[src/rtl/fifo_s1_param_if.sv]
// Handshake and status bundle for the single-clock parameterised FIFO.
// The master side issues requests and data; the slave side is the FIFO itself.
interface fifo_s1_param_if #(
    parameter int WIDTH = 8,
    parameter int DEPTH = 4
);
    logic                           push_req_n;
    logic                           pop_req_n;
    logic                           diag_n;
    logic [WIDTH-1:0]               data_in;
    logic [WIDTH-1:0]               data_out;
    logic                           empty;
    logic                           almost_empty;
    logic                           half_full;
    logic                           almost_full;
    logic                           full;
    logic                           error;
    logic [$clog2(DEPTH+1)-1:0]     word_count;

    modport master (
        output push_req_n, pop_req_n, diag_n, data_in,
        input  data_out, empty, almost_empty, half_full, almost_full, full, error, word_count
    );

    modport slave (
        input  push_req_n, pop_req_n, diag_n, data_in,
        output data_out, empty, almost_empty, half_full, almost_full, full, error, word_count
    );
endinterface

[src/rtl/fifo_s1_param.sv]
// Single-clock FIFO with registered occupancy flags, sticky or per-cycle error,
// and either look-ahead or registered read data.
module fifo_s1_param #(
    parameter int WIDTH    = 8,
    parameter int DEPTH    = 4,
    parameter int AE_LEVEL = 1,
    parameter int AF_LEVEL = 1,
    parameter int ERR_MODE = 0,
    parameter int OUT_REG  = 0
) (
    input logic             clk,
    input logic             rst_n,
    fifo_s1_param_if.slave  bus
);
    localparam int CW = $clog2(DEPTH + 1);
    localparam int PW = $clog2(DEPTH);
    localparam logic [PW-1:0] LAST_PTR = PW'(DEPTH - 1);
    localparam logic [CW-1:0] AE_LVL   = CW'(AE_LEVEL);
    localparam logic [CW-1:0] HF_LVL   = CW'((DEPTH + 1) / 2);
    localparam logic [CW-1:0] AF_LVL   = CW'(DEPTH - AF_LEVEL);
    localparam logic [CW-1:0] FULL_LVL = CW'(DEPTH);

    logic [WIDTH-1:0] mem_q [DEPTH];
    logic [PW-1:0]    wr_ptr_q, wr_ptr_d, rd_ptr_q, rd_ptr_d;
    logic [CW-1:0]    count_q, count_d;
    logic             empty_q, empty_d, almost_empty_q, almost_empty_d;
    logic             half_full_q, half_full_d, almost_full_q, almost_full_d;
    logic             full_q, full_d, error_q, error_d;
    logic             push_s, pop_s, do_push_s, do_pop_s, ovf_s, unf_s;

    function automatic logic [PW-1:0] ptr_inc(input logic [PW-1:0] p);
        if (p == LAST_PTR) begin
            return '0;
        end else begin
            return p + PW'(1);
        end
    endfunction

    // Request decode: a pop on a full FIFO frees the slot for a same-cycle push.
    always_comb begin
        push_s    = ~bus.push_req_n;
        pop_s     = ~bus.pop_req_n;
        do_pop_s  = pop_s & ~empty_q;
        do_push_s = push_s & (~full_q | pop_s);
        ovf_s     = push_s & full_q & ~pop_s;
        unf_s     = pop_s & empty_q;
    end

    // Next pointer, occupancy, flag and error state.
    always_comb begin
        wr_ptr_d = do_push_s ? ptr_inc(wr_ptr_q) : wr_ptr_q;
        rd_ptr_d = do_pop_s  ? ptr_inc(rd_ptr_q) : rd_ptr_q;
        case ({do_push_s, do_pop_s})
            2'b10:   count_d = count_q + CW'(1);
            2'b01:   count_d = count_q - CW'(1);
            default: count_d = count_q;
        endcase
        empty_d        = (count_d == '0);
        almost_empty_d = (count_d <= AE_LVL);
        half_full_d    = (count_d >= HF_LVL);
        almost_full_d  = (count_d >= AF_LVL);
        full_d         = (count_d == FULL_LVL);
        if (ERR_MODE == 0) begin
            if (!bus.diag_n) begin
                error_d = 1'b0;
            end else begin
                error_d = error_q | ovf_s | unf_s;
            end
        end else begin
            error_d = ovf_s | unf_s;
        end
    end

    // Control and status registers.
    always_ff @(posedge clk or negedge rst_n) begin
        if (!rst_n) begin
            wr_ptr_q       <= '0;
            rd_ptr_q       <= '0;
            count_q        <= '0;
            empty_q        <= 1'b1;
            almost_empty_q <= 1'b1;
            half_full_q    <= 1'b0;
            almost_full_q  <= 1'b0;
            full_q         <= 1'b0;
            error_q        <= 1'b0;
        end else begin
            wr_ptr_q       <= wr_ptr_d;
            rd_ptr_q       <= rd_ptr_d;
            count_q        <= count_d;
            empty_q        <= empty_d;
            almost_empty_q <= almost_empty_d;
            half_full_q    <= half_full_d;
            almost_full_q  <= almost_full_d;
            full_q         <= full_d;
            error_q        <= error_d;
        end
    end

    // Storage array; contents are deliberately left uncleared by reset.
    always_ff @(posedge clk) begin
        if (do_push_s) begin
            mem_q[wr_ptr_q] <= bus.data_in;
        end
    end

    if (OUT_REG == 0) begin : g_lookahead
        assign bus.data_out = empty_q ? '0 : mem_q[rd_ptr_q];
    end else begin : g_regout
        logic [WIDTH-1:0] dout_q, dout_d;

        // Capture the popped word and hold it until the next successful pop.
        always_comb begin
            if (do_pop_s) begin
                dout_d = mem_q[rd_ptr_q];
            end else begin
                dout_d = dout_q;
            end
        end

        // Registered read data.
        always_ff @(posedge clk or negedge rst_n) begin
            if (!rst_n) begin
                dout_q <= '0;
            end else begin
                dout_q <= dout_d;
            end
        end

        assign bus.data_out = dout_q;
    end

    assign bus.empty        = empty_q;
    assign bus.almost_empty = almost_empty_q;
    assign bus.half_full    = half_full_q;
    assign bus.almost_full  = almost_full_q;
    assign bus.full         = full_q;
    assign bus.error        = error_q;
    assign bus.word_count   = count_q;
endmodule

[src/flat_wrapper.sv]
// flat-port wrapper written by rule: the top's interface ports become plain ports
module fifo_s1_param_flat 
#(
    parameter int WIDTH    = 8,
    parameter int DEPTH    = 4,
    parameter int AE_LEVEL = 1,
    parameter int AF_LEVEL = 1,
    parameter int ERR_MODE = 0,
    parameter int OUT_REG  = 0
)
  (clk, rst_n, bus_push_req_n, bus_pop_req_n, bus_diag_n, bus_data_in, bus_data_out, bus_empty, bus_almost_empty, bus_half_full, bus_almost_full, bus_full, bus_error, bus_word_count);
  fifo_s1_param_if #(.WIDTH(WIDTH), .DEPTH(DEPTH)) bus_i ();
  input logic clk;
  input logic rst_n;
  input wire logic [$bits(bus_i.push_req_n)-1:0] bus_push_req_n;
  input wire logic [$bits(bus_i.pop_req_n)-1:0] bus_pop_req_n;
  input wire logic [$bits(bus_i.diag_n)-1:0] bus_diag_n;
  input wire logic [$bits(bus_i.data_in)-1:0] bus_data_in;
  output wire logic [$bits(bus_i.data_out)-1:0] bus_data_out;
  output wire logic [$bits(bus_i.empty)-1:0] bus_empty;
  output wire logic [$bits(bus_i.almost_empty)-1:0] bus_almost_empty;
  output wire logic [$bits(bus_i.half_full)-1:0] bus_half_full;
  output wire logic [$bits(bus_i.almost_full)-1:0] bus_almost_full;
  output wire logic [$bits(bus_i.full)-1:0] bus_full;
  output wire logic [$bits(bus_i.error)-1:0] bus_error;
  output wire logic [$bits(bus_i.word_count)-1:0] bus_word_count;
  assign bus_i.push_req_n = bus_push_req_n;
  assign bus_i.pop_req_n = bus_pop_req_n;
  assign bus_i.diag_n = bus_diag_n;
  assign bus_i.data_in = bus_data_in;
  assign bus_data_out = bus_i.data_out;
  assign bus_empty = bus_i.empty;
  assign bus_almost_empty = bus_i.almost_empty;
  assign bus_half_full = bus_i.half_full;
  assign bus_almost_full = bus_i.almost_full;
  assign bus_full = bus_i.full;
  assign bus_error = bus_i.error;
  assign bus_word_count = bus_i.word_count;
  fifo_s1_param #(.WIDTH(WIDTH), .DEPTH(DEPTH), .AE_LEVEL(AE_LEVEL), .AF_LEVEL(AF_LEVEL), .ERR_MODE(ERR_MODE), .OUT_REG(OUT_REG)) u_core (.clk(clk), .rst_n(rst_n), .bus(bus_i));
endmodule
[config.mk]
export PLATFORM = sky130hd
export DESIGN_NAME = fifo_s1_param_flat
export DESIGN_NICKNAME = d
export VERILOG_FILES = /design/src/rtl/fifo_s1_param_if.sv /design/src/rtl/fifo_s1_param.sv /design/src/flat_wrapper.sv
export SDC_FILE = /design/constraint.sdc
export NUM_CORES = 1
export LEC_CHECK = 0
export ABC_AREA = 1
export CORE_ASPECT_RATIO = 0.5
export CORE_MARGIN = 2
export CORE_UTILIZATION = 45
export CTS_BUF_LIST = sky130_fd_sc_hd__clkbuf_4 sky130_fd_sc_hd__clkbuf_8
export CTS_CLUSTER_SIZE = 16
export DETAILED_ROUTE_END_ITERATION = 10
export PLACE_DENSITY = 0.78
export SLEW_MARGIN = 20
export SYNTH_ARGS = -nofsm -noshare
export SYNTH_HDL_FRONTEND = slang
export SYNTH_SLANG_ARGS = --single-unit
[constraint.sdc]
create_clock -name clk -period 2.5 [get_ports clk]
set_input_delay 0.625 -clock clk [delete_from_list [all_inputs] [get_ports clk]]
set_output_delay 0.625 -clock clk [all_outputs]
set_load 0.005 [all_outputs]
==> Yosys cells after proc, flatten, opt, wreduce, memory -nomap -nowiden <==
Memories as Yosys holds them, arrays and structs flattened.
Cells that the tools add are included.
{ "word_totals": {"memories": 1, "input_bits": 13, "regBits": 13, "out_inout_bits": 17, "ramBits": 32, "word_cells": 42} }
{ "memory_table": {"columns": ["name", "depth", "width", "rd", "rd_clocked_by_memory_dff", "wr", "line_no", "source"], "rows": [
  ["u_core.mem_q", 4, 8, 1, 0, 1, "fifo_s1_param.sv:23", "logic [WIDTH-1:0] mem_q [DEPTH];"]
]} }
{ "classes": {"n_eq_ne": 5, "n_bitwise": 12, "magnitude_cmp": 3, "addsub": 4, "mux": 7, "n_reduce_logical": 1} }
{ "ops": {"columns": ["operator", "count"], "rows": [
  ["8-bit two-way mux", 1],
  ["2-bit equality test (second input constant)", 3],
  ["3-bit by 2-bit greater-or-equal comparator with 1-bit output (second input constant)", 2],
  ["3-bit case mux with 2 select lines", 1],
  ["1-bit AND", 5],
  ["2-bit by 1-bit adder with 2-bit output (second input constant)", 2],
  ["2-bit two-way mux", 2],
  ["1-bit NOT", 4],
  ["3-bit by 1-bit adder with 3-bit output (second input constant)", 1],
  ["3-bit equality test (second input constant)", 1],
  ["3-bit by 1-bit <= comparator with 1-bit output (second input constant)", 1],
  ["3-bit logical NOT", 1],
  ["1-bit two-way mux", 3],
  ["1-bit bitwise OR", 3],
  ["3-bit by 1-bit subtractor with 3-bit output (second input constant)", 1],
  ["2-bit by 1-bit equality test with 1-bit output (second input constant)", 1]
]} }

==> Logic depth before layout (Yosys ltp) <==
{ "logic_depth": {"word_depth": 6, "mapped_depth": 10, "depth_no_buf": 10} }

==> Least setup slack after synthesis <==
Ideal clock, no wire load.
{ "synth_timing": {"path_type": "input to register", "start": "input port bus_pop_req_n", "end": "register u_core.full_q, in the netlist u_core.bus.full", "required_ns": 2.376, "t_arrival_ns": 2.026, "slack_ns": 0.350, "n_path_buf": 0, "setup_ns": 0.124, "stages": 9, "path_cell_list": "a21oi_1 > inv_1 > ha_1 > fa_1 > inv_1 > o21ai_2 > inv_1 > nand2_1 > a21oi_1"} }
{ "synth_via": {"elab_chain_cells": 6, "word_cells_on_any_way": 8, "classes_between": "eq/ne (3); mux (1); bitwise (4)"} }
{ "synth_lines": {"columns": ["item", "line_no", "source"], "rows": [
  ["start: declaration", "flat_wrapper.sv:16", "input wire logic [$bits(bus_i.pop_req_n)-1:0] bus_pop_req_n;"],
  ["1-bit NOT (*)", "fifo_s1_param.sv:42", "pop_s = ~bus.pop_req_n;"],
  ["1-bit bitwise OR", "fifo_s1_param.sv:44", "do_push_s = push_s & (~full_q | pop_s);"],
  ["1-bit AND", "fifo_s1_param.sv:44", null],
  ["2-bit by 1-bit equality test with 1-bit output or 2-bit equality test (tied branches)", "fifo_s1_param.sv:53", "case ({do_push_s, do_pop_s})"],
  ["3-bit case mux with 2 select lines (*)", "fifo_s1_param.sv:53", null],
  ["net u_core.count_d[1]", "fifo_s1_param.sv:25", "logic [CW-1:0] count_q, count_d;"],
  ["3-bit equality test (*)", "fifo_s1_param.sv:62", "full_d = (count_d == FULL_LVL);"],
  ["net u_core.full_d", "fifo_s1_param.sv:28", "logic full_q, full_d, error_q, error_d;"],
  ["end signal: assignment", "fifo_s1_param.sv:94", "full_q <= full_d;"],
  ["end: declaration", "fifo_s1_param.sv:28", null]
]} }
Mark *: on every way through the listed nets, which the timed path passes. The rest lies on a longest branch.
A chain may end at the register's enable or synchronous reset.

==> Worst setup path after layout <==
{ "layout_timing": {"start": "register u_core.rd_ptr_q[0]", "end": "output port bus_data_out[6]"} }
{ "layout_via": {"elab_chain_cells": 2} }
{ "layout_lines": {"columns": ["item", "line_no", "source"], "rows": [
  ["start: declaration", "fifo_s1_param.sv:24", "logic [PW-1:0] wr_ptr_q, wr_ptr_d, rd_ptr_q, rd_ptr_d;"],
  ["start signal: assignment", "fifo_s1_param.sv:88", "rd_ptr_q <= rd_ptr_d;"],
  ["memory 4 x 8 bit", null, null],
  ["8-bit two-way mux", "fifo_s1_param.sv:107", "assign bus.data_out = empty_q ? '0 : mem_q[rd_ptr_q];"],
  ["end: declaration", "flat_wrapper.sv:19", "output wire logic [$bits(bus_i.data_out)-1:0] bus_data_out;"]
]} }
Every way passes these cells.

==> flow_metrics.py <==
metrics = {
    "outcome": {
        "run_status": "finished clean",
    },
    "timing": {
        "rsz0062_at_grt": "false",
        "skew_ns": 0.00722,
        "hold_ws_ns": 0.599,
        "slew-limit-headroom_pct": 60.0,
        "report.final.setup_viol": 0,
        "max_freq_mhz": 417,
        "fin_crit_sh_pct": 95.9,
        "final-hold-violation-count": 0,
        "final.min_clock_period_ns": 2.40,
        "slew_violations": 0,
        "worstMarginPinSlew_ns": 0.599,
        "finalSetupTns_ns": 0,
    },
    "worst_setup_path": {
        "required_ns": 1.88,
        "critPathCaptureType": "output port",
        "arrival_ns": 1.77,
        "cp-start-kind": "register",
        "crit_path_max_fanout": 17,
        "worst-setup-path-type": "reg2out",
        "rrSetupSlack_ns": 0.37,
    },
    "global_routing": {
        "grt_max_degree": 18,
        "antenna_found_initial": 0,
        "grt.total_usage_pct": 15.9,
        "grt_overflow": 0,
        "grt_pass1_vias": 1259,
        "grt_pass1_wl_mm": 5.77,
    },
    "power": {
        "power.internal_w": 0.00188,
        "p_clk_share_pct": 19.3,
        "p_sw_share_pct": 34.6,
        "cellLeakagePower_nw": 1.10,
        "comb_power_share_pct": 41.5,
        "power_density_nw_per_um2": 1150,
        "power_switching_w": 0.000995,
        "seq_power_share_pct": 39.2,
        "max-vdd-ir-drop_v": 0.000674,
    },
    "synthesis": {
        "postSynthNetCount": 192,
        "synth.avg_cell_area_um2": 11.5,
        "synth-seq-cells": 45,
        "yosysSeqAreaShare_pct": 65.3,
        "synth-edff-count": 32,
        "yosysMostFrequentCell": "nand2_1",
        "synthTopCellsByArea": "edfxtp_1, dfrtp_1, nand2_1",
        "synthTopCellsByCount": "nand2_1, edfxtp_1, nor2_1, inv_1, dfrtp_1",
        "synth_top_area_share_pct": 48.7,
        "yosysTopAreaCell": "edfxtp_1",
        "syn_inst": 172,
        "synthArstFlopShare_pct": 28.9,
        "ys.flop_type": "edfxtp_1",
        "yosysUniqueCellTypes": 26,
        "yosysWarnings": 0,
        "syn-cell-area_um2": 1970,
    },
    "cts": {
        "cts_sinks": 45,
        "cts_max_level": 2,
        "postCtsResizedCells": 0,
        "clk_pin_slew_ns": 0.08,
        "cts_setup_buffers": 0,
        "clk_latency_ns": 0.30,
        "cts_buffer_depth": 2,
        "cts-root-buf": "clkbuf_8",
        "cts_tree": "yes",
        "holdBufCountCts": 0,
        "numCtsBuffers": 5,
    },
    "place": {
        "io_buffers": 29,
        "place_hpwl_mm": 2.47,
        "gp_congestion": 0.797,
    },
    "drt": {
        "wl_mm": 3.64,
        "drc": 0,
        "first_iter_violations": 55,
        "vias_per_cell": 4.88,
        "wl_per_cell_um": 13.6,
        "dr_total_vias": 1309,
        "postRouteAntennaNets": 0,
        "drt_pre_antenna_iters": 6,
    },
    "floorplan": {
        "core_um2": 4040,
        "rows": 16,
        "die_area_um2": 4960,
        "die_h_um": 50.8,
        "start_util_pct": 48.8,
        "die_x_um": 97.6,
        "io_pins": 30,
    },
    "hold_path": {
        "min_path_type": "reg2reg",
    },
    "finish": {
        "syn_to_final_growth_pct": 26.8,
        "n_antenna_cell": 0,
        "num-nets-final": 233,
        "drive_gt1_share_pct": 17.8,
    },
    "run": {
        "drv_cap": 0,
    },
}
power by group through the flow:
stage	logic [W]	registers [W]	clock network, W
floorplan	0.000735	0.00111	0
global placement	0.00114	0.00113	0
detailed placement	0.00119	0.00114	0
CTS	0.00120	0.00112	0.000563
global route	0.00134	0.00114	0.000599
finish	0.00120	0.00113	0.000556
placed cells by master (no fill, tap or decap):
| cell | instances |
|---|---|
| nand2_1 | 34 |
| edfxtp_1 | 32 |
| clkdlybuf4s50_1 | 22 |
| nor2_1 | 21 |
| inv_1 | 15 |
| dfrtp_1 | 11 |
| o21ai_0 | 9 |
| buf_4 | 9 |
| nand2_2 | 8 |
| a21oi_1 | 7 |
| dlymetal6s2s_1 | 7 |
| ha_1 | 6 |
| clkbuf_8 | 5 |
| a21oi_2 | 4 |
| nand3_1 | 4 |
| o21ai_1 | 3 |
| nor2_2 | 2 |
| dfstp_2 | 2 |
| clkinv_8 | 1 |
| inv_2 | 1 |
| o21ai_2 | 1 |
| xnor2_1 | 1 |
| nand4_2 | 1 |
| xor2_1 | 1 |
| nand3b_1 | 1 |
| a21boi_0 | 1 |
| fa_1 | 1 |
| bufinv_16 | 1 |
| clkinv_4 | 1 |
| clkbuf_4 | 1 |
| buf_6 | 1 |
critical path, stage by stage (launching register included):
cell,delay (ns)
dfrtp_1,0.40
buf_4,0.18
clkinv_8,0.09
nand2_2,0.04
nand2_1,0.05
nand2_1,0.06
a21oi_2,0.14
clkdlybuf4s50_1,0.50
stage by stage:
| stage | area (um^2) | std cells | total power (W) | util (%) | worst slack, ns |
|---|---|---|---|---|---|
| floorplan | 1970 | 172 | 0.00185 | - | 0.350 |
| global placement | 2350 | 260 | 0.00227 | 58.0 | 0.0184 |
| detailed placement | 2350 | 260 | 0.00233 | 58.0 | -0.0938 |
| CTS | 2460 | 268 | 0.00289 | 60.9 | 0.00150 |
| global route | 2500 | 268 | 0.00308 | 61.9 | 0.0339 |
| finish | 2500 | 268 | 0.00288 | 61.9 | 0.101 |
metal layers:
| metal | share of wire (%) | GRT usage [%] | vias up | wire length (um) |
|---|---|---|---|---|
| li1 | - | - | 649 | - |
| met1 | 41 | 17.5 | 620 | 1510 |
| met2 | 52 | 28.0 | 34 | 1880 |
| met3 | 5.6 | 7.25 | 6 | 203 |
| met4 | 1.3 | 5.56 | 0 | 49 |
| met5 | 0 | 0 | - | 0 |
flip-flops by register name (all words and copies together), names as in the netlist:
register,cells
u_core.bus.almost_empty,1
u_core.bus.almost_full,1
u_core.bus.empty,1
u_core.bus.error,1
u_core.bus.full,1
u_core.bus.half_full,1
u_core.bus.word_count,3
u_core.mem_q,32
u_core.rd_ptr_q,2
u_core.wr_ptr_q,2
worst paths after layout:
kind                       cells after the start                      from                        to
max                                            7        u_core.rd_ptr_q[0]           bus_data_out[6]
min                                            2  u_core.bus.word_count[1]  u_core.bus.word_count[1]
min in group asynchronous                      1                     rst_n  u_core.bus.word_count[0]
min reg2reg                                    2  u_core.bus.word_count[1]  u_core.bus.word_count[1]
max reg2reg                                    8          u_core.bus.empty           u_core.bus.full
max in group asynchronous                      1                     rst_n        u_core.wr_ptr_q[0]
logic make-up after synthesis:
family,after synthesis,share of synthesized area (%)
adders and majority gates,7,4.82
DFF,45,65.3
buffers and inverters,22,6.47
xor gates and xnor gates,2,0.888
and+or+nand+nor,71,15.7
AOI/OAI and AO/OA,25,6.85
cell type report:
cell class / count / area, um^2
Clock inverter: 2 / 38.8
Tap cell: 54 / 67.6
Timing Repair Buffer: 39 / 387
Fill cell: 300 / 1540
Sequential cell: 45 / 1290
Clock buffer: 6 / 76.3
Inverter: 17 / 76.3
Multi-Input combinational cell: 105 / 568
No activity file was read; power rests on OpenSTA's default activity.
